<file path="config.mk">
export PLATFORM = sky130hd
export DESIGN_NAME = uart_loader
export DESIGN_NICKNAME = d
export VERILOG_FILES = /design/src/rtl/uart_loader_pkg.sv /design/src/rtl/uart_word_assembler.sv /design/src/rtl/uart_loader.sv
export SDC_FILE = /design/constraint.sdc
export NUM_CORES = 1
export LEC_CHECK = 0
export ABC_AREA = 1
export BUFFER_PORTS_ARGS = -buffer_cell sky130_fd_sc_hd__buf_2
export CORE_MARGIN = 1
export CORE_UTILIZATION = 45
export CTS_CLUSTER_DIAMETER = 30
export DETAILED_ROUTE_END_ITERATION = 8
export GPL_TIMING_DRIVEN = 0
export PLACE_DENSITY = 0.69
export SYNTH_ARGS = -nofsm -noshare
export SYNTH_HDL_FRONTEND = slang
export SYNTH_SLANG_ARGS = --single-unit
</file>
<file path="constraint.sdc">
create_clock -name CLK_100MHZ -period 2.6 [get_ports CLK_100MHZ]
set_clock_uncertainty 0.1 [all_clocks]
set_input_delay 0.13 -clock CLK_100MHZ [delete_from_list [all_inputs] [get_ports CLK_100MHZ]]
set_output_delay 0.13 -clock CLK_100MHZ [all_outputs]
set_load 0.01 [all_outputs]
</file>
<file path="src/rtl/uart_loader_pkg.sv">
// Shared constants and state encoding for the UART program loader.
package uart_loader_pkg;

  typedef enum logic [2:0] {
    IDLE    = 3'd0,
    RECV    = 3'd1,
    WRITE   = 3'd2,
    SEND    = 3'd3,
    WAIT_TX = 3'd4,
    DONE    = 3'd5
  } state_t;

  localparam logic [7:0]  CMD_LOAD  = 8'h01;
  localparam logic [7:0]  ACK       = 8'h06;
  localparam logic [7:0]  NAK       = 8'h15;
  localparam logic [31:0] HALT_WORD = 32'hFFFF_FFFF;

endpackage

</file>
<file path="src/rtl/uart_word_assembler.sv">
// Shifts received bytes MSB-first into a word; word_valid pulses the cycle
// after the byte that completes the word.
module uart_word_assembler #(
  parameter int unsigned NBITS     = 8,
  parameter int unsigned WORD_BITS = 32
) (
  input  logic                 clk,
  input  logic                 reset,
  input  logic                 clear,
  input  logic                 shift_en,
  input  logic [NBITS-1:0]     data,
  output logic [WORD_BITS-1:0] word,
  output logic [1:0]           count,
  output logic                 word_valid
);

  always_ff @(posedge clk or posedge reset) begin
    if (reset) begin
      word       <= '0;
      count      <= '0;
      word_valid <= 1'b0;
    end else begin
      word_valid <= 1'b0;
      if (clear) begin
        count <= '0;
      end else if (shift_en) begin
        word       <= {word[WORD_BITS-NBITS-1:0], data};
        count      <= count + 2'd1;
        word_valid <= (count == 2'd3);
      end
    end
  end

endmodule

</file>
<file path="src/rtl/uart_loader.sv">
// UART program loader: assembles words, writes instruction memory, replies ACK/NAK.
// Optional inter-byte timeout enabled by defining UART_LOADER_TIMEOUT_EN.
module uart_loader
  import uart_loader_pkg::*;
#(
  parameter int unsigned NBITS          = 8,
  parameter int unsigned WORD_BITS      = 32,
  parameter int unsigned ADDR_BITS      = 10,
  parameter int unsigned TIMEOUT_CYCLES = 30000000
) (
  input  logic                 CLK_100MHZ,
  input  logic                 reset,
  input  logic                 rx_done_tick,
  input  logic [NBITS-1:0]     rx_data,
  input  logic                 tx_done_tick,
  output logic                 tx_start,
  output logic [NBITS-1:0]     tx_data,
  output logic                 mem_we,
  output logic [ADDR_BITS-1:0] mem_addr,
  output logic [WORD_BITS-1:0] mem_wdata,
  output logic                 busy,
  output logic                 load_done,
  output logic                 overflow
);

  localparam logic [ADDR_BITS-1:0] LAST_ADDR = '1;

  if (WORD_BITS != 4 * NBITS || TIMEOUT_CYCLES == 0) begin : g_bad_cfg
    $error("uart_loader: WORD_BITS must be 4*NBITS and TIMEOUT_CYCLES nonzero");
  end

  state_t     state;
  logic       sent_ack;
  logic [1:0] byte_count;
  logic       start_load;
  logic       shift_en;
  logic       timeout;

  assign start_load = rx_done_tick && (rx_data == NBITS'(CMD_LOAD)) &&
                      (state == IDLE || state == DONE);
  assign shift_en   = rx_done_tick && (state == RECV);

  uart_word_assembler #(
    .NBITS     (NBITS),
    .WORD_BITS (WORD_BITS)
  ) u_assembler (
    .clk        (CLK_100MHZ),
    .reset      (reset),
    .clear      (start_load),
    .shift_en   (shift_en),
    .data       (rx_data),
    .word       (mem_wdata),
    .count      (byte_count),
    .word_valid (mem_we)
  );

`ifdef UART_LOADER_TIMEOUT_EN
  localparam int unsigned TW = $clog2(TIMEOUT_CYCLES + 1);
  logic [TW-1:0] idle_cnt;

  // Counts RECV cycles since the last received byte.
  always_ff @(posedge CLK_100MHZ or posedge reset) begin
    if (reset) begin
      idle_cnt <= '0;
    end else if (state != RECV || rx_done_tick) begin
      idle_cnt <= '0;
    end else if (!timeout) begin
      idle_cnt <= idle_cnt + TW'(1);
    end
  end

  assign timeout = (state == RECV) && !rx_done_tick &&
                   (idle_cnt == TW'(TIMEOUT_CYCLES - 1));
`else
  assign timeout = 1'b0;
`endif

  always_ff @(posedge CLK_100MHZ or posedge reset) begin
    if (reset) begin
      state     <= IDLE;
      mem_addr  <= '0;
      tx_start  <= 1'b0;
      tx_data   <= '0;
      busy      <= 1'b0;
      load_done <= 1'b0;
      overflow  <= 1'b0;
      sent_ack  <= 1'b0;
    end else begin
      tx_start <= 1'b0;
      case (state)
        IDLE, DONE: begin
          if (start_load) begin
            state     <= RECV;
            mem_addr  <= '0;
            overflow  <= 1'b0;
            busy      <= 1'b1;
            load_done <= 1'b0;
          end
        end
        RECV: begin
          if (shift_en && byte_count == 2'd3) begin
            state <= WRITE;
          end else if (timeout) begin
            state    <= SEND;
            tx_start <= 1'b1;
            tx_data  <= NBITS'(NAK);
            sent_ack <= 1'b0;
          end
        end
        // mem_we is high this cycle; decide how the load continues.
        WRITE: begin
          if (mem_wdata == WORD_BITS'(HALT_WORD)) begin
            state    <= SEND;
            tx_start <= 1'b1;
            tx_data  <= NBITS'(ACK);
            sent_ack <= 1'b1;
          end else if (mem_addr == LAST_ADDR) begin
            state    <= SEND;
            tx_start <= 1'b1;
            tx_data  <= NBITS'(NAK);
            sent_ack <= 1'b0;
            overflow <= 1'b1;
          end else begin
            state    <= RECV;
            mem_addr <= mem_addr + ADDR_BITS'(1);
          end
        end
        SEND: begin
          state <= WAIT_TX;
        end
        WAIT_TX: begin
          if (tx_done_tick) begin
            state     <= sent_ack ? DONE : IDLE;
            busy      <= 1'b0;
            load_done <= sent_ack;
          end
        end
        default: begin
          state <= IDLE;
          busy  <= 1'b0;
        end
      endcase
    end
  end

endmodule

</file>
==> results.env <==
NETLIST_AREA_UM2=2710
NETS_FINISH=429
CLOCK_INSERTION_DELAY_WORST_SKEW_NS=0.31
POST-ROUTE-PERIOD-UTIL_PCT=70.1
ROUTABILITYCONGESTION=0.804
LAYOUT_SETUP_WS_NS=0.777
MAX-CAP-VIOLATIONS=0
TIMING_MAX_TRANSITION_VIOLATIONS_FINAL=0
PIN_COUNT_OF_THE_BIGGEST_NET_ENTERING_GLOBAL_ROUTING=33
OUTCOME='finished, final reports clean'
VIAS_PER_CELL=4.98
LAYOUT-AREA-OVERHEAD-VS-SYNTH_PCT=21.4
IOPINCOUNT=67
CPLARGESTDELAYFAMILY='simple AND/OR/NAND/NOR gates'
FLOORPLAN.ROWS=27
MAX-SLEW-MARGIN-REL_PCT=64.1
CLKSINKCOUNT=55
YOSYS-TOP-CELLS-AREA='sky130_fd_sc_hd__dfrtp_1 51%, sky130_fd_sc_hd__nand2_1 14%, sky130_fd_sc_hd__nor2_1 5.7%'
GRT_MOST_USED_LAYER='met2'
YOSYS_REGISTER_BITS=55
CPMOSTUSEDCELL='sky130_fd_sc_hd__nand2_1'
DETAIL_ROUTE.DRC_VIOLATIONS=0
NUMBER_OF_GLOBAL_ROUTE_VIAS_BEFORE_REPAIR=2203
CRITICAL_PATH.ENDPOINT_TYPE='register'
GR-USAGE-MET3_PCT=4.34
FINAL_COMMON_CELL='sky130_fd_sc_hd__nand2_1'
CRITICAL_PATH_BUF_INV_COUNT=0
SETUP_TOTAL_NEGATIVE_SLACK_NS=0
YOSYSSEQAREASHARE_PCT=50.9
CTS_TREE='built'
POST_SYNTH.CELL_AREA_AVG_UM2=8.05
OVERALL_DIE_HEIGHT_UM=79.5
POSTCTSSETUPREPAIRBUFS=0
NUMBER_OF_BUFFERS_ON_THE_LONGEST_CLOCK_PATH=2
ANTENNA-DIODE-COUNT=0
DETAILEDROUTE.FIRSTITERATIONVIOLATIONS=163
ANTENNA_FOUND_INITIAL=0
DIE-WIDTH_UM=79.5
SYNTH_LARGEST_AREA_CELL='sky130_fd_sc_hd__dfrtp_1'
CPPEAKSTAGEDELAY_NS=0.45
POSTROUTEANTENNANETS=0
GRT_REMAINING_OVERFLOW=0
PATH_CLASS='register to register'
WIRE_PER_INST_UM=12.7
FINAL_CELL_COUNT_NO_FILL=487
PLACEMENT.IO_BUFFERS=62
CORE_AREA_UM2=5640
POST_SYNTH_INST_COUNT=336
GRT_UTIL_MET1_PCT=29.2
LAYOUT.CELLS.MOST_COMMON_LIST='104 x sky130_fd_sc_hd__nand2_1, 62 x sky130_fd_sc_hd__buf_2, 55 x sky130_fd_sc_hd__dfrtp_1'
DETAILEDPLACEMENTHPWL_MM=4.56
MET2_USAGE_PCT=33.1
GR-USAGE-ALL-LAYERS_PCT=21.1
P_LEAK_nW=1.78
FINAL-HOLD-VIOLATION-COUNT=0
FINAL_LAYOUT_SIZE_SUFFIX_GT1_SHARE_PCT=23.1
SETUP_REPAIR_AFTER_GLOBAL_ROUTING_MISSED_ITS_MARGIN='false'
TOTAL_DIE_AREA_UM2=6330
DETAIL_ROUTE.WIRELENGTH_MM=6.20
FINALCRITICALPERIOD_NS=1.82
WORSTMARGINPINSLEW_NS=0.538
CP_SLOWEST_CELL='sky130_fd_sc_hd__dfrtp_1'
HOLD_CLASS='primary input to register'
DRT-PASS1-ITER-COUNT=5
CTS.REPORTEDPATHS.CLKPINSLEW_NS=0.09
CP.ARRIVAL_NS=1.92
PRECTSSETUPSLACK_NS=0.804
INITIAL_CORE_UTIL_PCT=47.9
CRITICAL_PATH.STARTPOINT_TYPE='register'
DATA_REQUIRED_TIME_AT_THE_WORST_ENDPOINT_NS=2.70
CRITICAL_PATH.MAX_FANOUT=10
DETAILROUTE.VIA_COUNT=2426
SYNTH_CELL_TYPE_COUNT=28
HTREE_NUM_LEVELS=2
YS.WARNINGS.COUNT=0
TIMING.FMAX_MHz=548
POWER_DENSITY_nW_PER_UM2=984
NUMBER_OF_CTS_INSERTED_BUFFERS=5
FINALSETUPVIOLCOUNT=0
SYNTH_LARGEST_TYPE_AREA_FRACTION_PCT=50.9
PLACE_INST=474
TOTAL_POWER_W=0.00323
CRIT_PATH_CELLS='ha_1 > nand2_1 > nor2_2 > nand3_1 > nand2_1 > nand2_2 > nand3_2 > nand2_1 > nand2_1'
GRT_FIRST_PASS_WIRELENGTH_MM=10.2
PEAKVDDDROP_mV=0.532
CLOCKROOTBUFFER='sky130_fd_sc_hd__clkbuf_8'
==> per-stage QoR <==
step	util [%]	instance area [um2]	hold slack (ns)
global route	58.2	3280	0.0175
finish	58.2	3280	0.00791
CTS	58.2	3280	0.00170
detailed placement	55.6	3140	0.106
global placement	55.2	3120	0.290
floorplan	-	2720	0.175
==> synth_stat cells <==
master,n
sky130_fd_sc_hd__o31ai_1,1
sky130_fd_sc_hd__xnor2_1,1
sky130_fd_sc_hd__ha_1,2
sky130_fd_sc_hd__o21ai_0,22
sky130_fd_sc_hd__buf_1,1
sky130_fd_sc_hd__xor2_1,2
sky130_fd_sc_hd__or2_2,1
sky130_fd_sc_hd__and2_1,1
sky130_fd_sc_hd__conb_1,1
sky130_fd_sc_hd__nor3_1,1
sky130_fd_sc_hd__nand2_1,104
sky130_fd_sc_hd__a21oi_1,11
sky130_fd_sc_hd__nor3_2,1
sky130_fd_sc_hd__nor2_2,1
sky130_fd_sc_hd__buf_4,6
sky130_fd_sc_hd__inv_1,37
sky130_fd_sc_hd__dfrtp_1,55
sky130_fd_sc_hd__clkbuf_1,4
sky130_fd_sc_hd__nand3_1,13
sky130_fd_sc_hd__nor3b_1,1
sky130_fd_sc_hd__mux2_2,9
sky130_fd_sc_hd__nand2_2,2
sky130_fd_sc_hd__buf_6,3
sky130_fd_sc_hd__o21ai_1,1
sky130_fd_sc_hd__or2_1,1
sky130_fd_sc_hd__nor2_1,41
sky130_fd_sc_hd__nand4_1,11
sky130_fd_sc_hd__nand3_2,2
==> per-layer routing <==
layer	up-vias	part of all wire, %	routed length (um)
li1	1206	-	-
met1	1144	48	2950
met4	0	1.3	79
met3	8	4.9	306
met2	68	46	2860
met5	-	0	0
==> tightest hold or removal path, cell delays in order <==
cell,delay [ns]
sky130_fd_sc_hd__buf_2,0.09
sky130_fd_sc_hd__inv_1,0.07
sky130_fd_sc_hd__o21ai_0,0.09
==> timing repair <==
action                    in CTS  in global routing
hold endpoints to repair      28                  0
gates resized for setup        0                  0
hold buffers                   6                  0
==> logic make-up after synthesis <==
family / share of synthesized area [%]
XOR/XNOR: 0.972
AO/OA/AOI/OAI: 6.57
AND/OR/NAND/NOR: 28.0
adder cells (fa/ha/maj): 0.925
multiplexers: 3.75
flip-flops: 50.9
other: 0.139
buffers and inverters: 8.74
==> worst paths after layout <==
path / from / endpoint / slack [ns] / cells after the start
setup / recovery: mem_addr[0] / mem_addr[0] / 0.78 / 9
hold / removal: rx_data[2] / u_assembler.word[2] / 0.008 / 3
setup reg to reg: mem_addr[0] / mem_addr[0] / 0.78 / 9
hold reg to reg: tx_data[2] / tx_data[2] / 0.37 / 1
max in group asynchronous: reset / state[2] / 1.54 / 4
min in group asynchronous: reset / u_assembler.word[29] / 0.30 / 3
==> sequential cells by signal, indices dropped and copies added, names as in the netlist <==
| register | flops |
|---|---|
| u_assembler.word | 32 |
| mem_addr | 10 |
| u_assembler.count | 2 |
| u_assembler.word_valid | 1 |
| tx_start | 1 |
| busy | 1 |
| overflow | 1 |
| state | 3 |
| load_done | 1 |
| tx_data | 3 |
==> cell type report <==
class / count / area (um2)
Clock inverter: 1 / 5.00
Inverter: 37 / 139
Buffer: 14 / 97.6
Sequential cell: 55 / 1380
Timing Repair Buffer: 69 / 390
Fill cell: 544 / 2360
Multi-Input combinational cell: 233 / 1100
Clock buffer: 6 / 82.6
Tap cell: 72 / 90.1
==> power by group <==
group	internal (W)	switching, W	total (W)
combinational	0.000525	0.000827	0.00135
clock	0.000210	0.000274	0.000484
sequential	0.00115	0.000253	0.00140
Note: power is estimated with default switching activity, not from simulation.
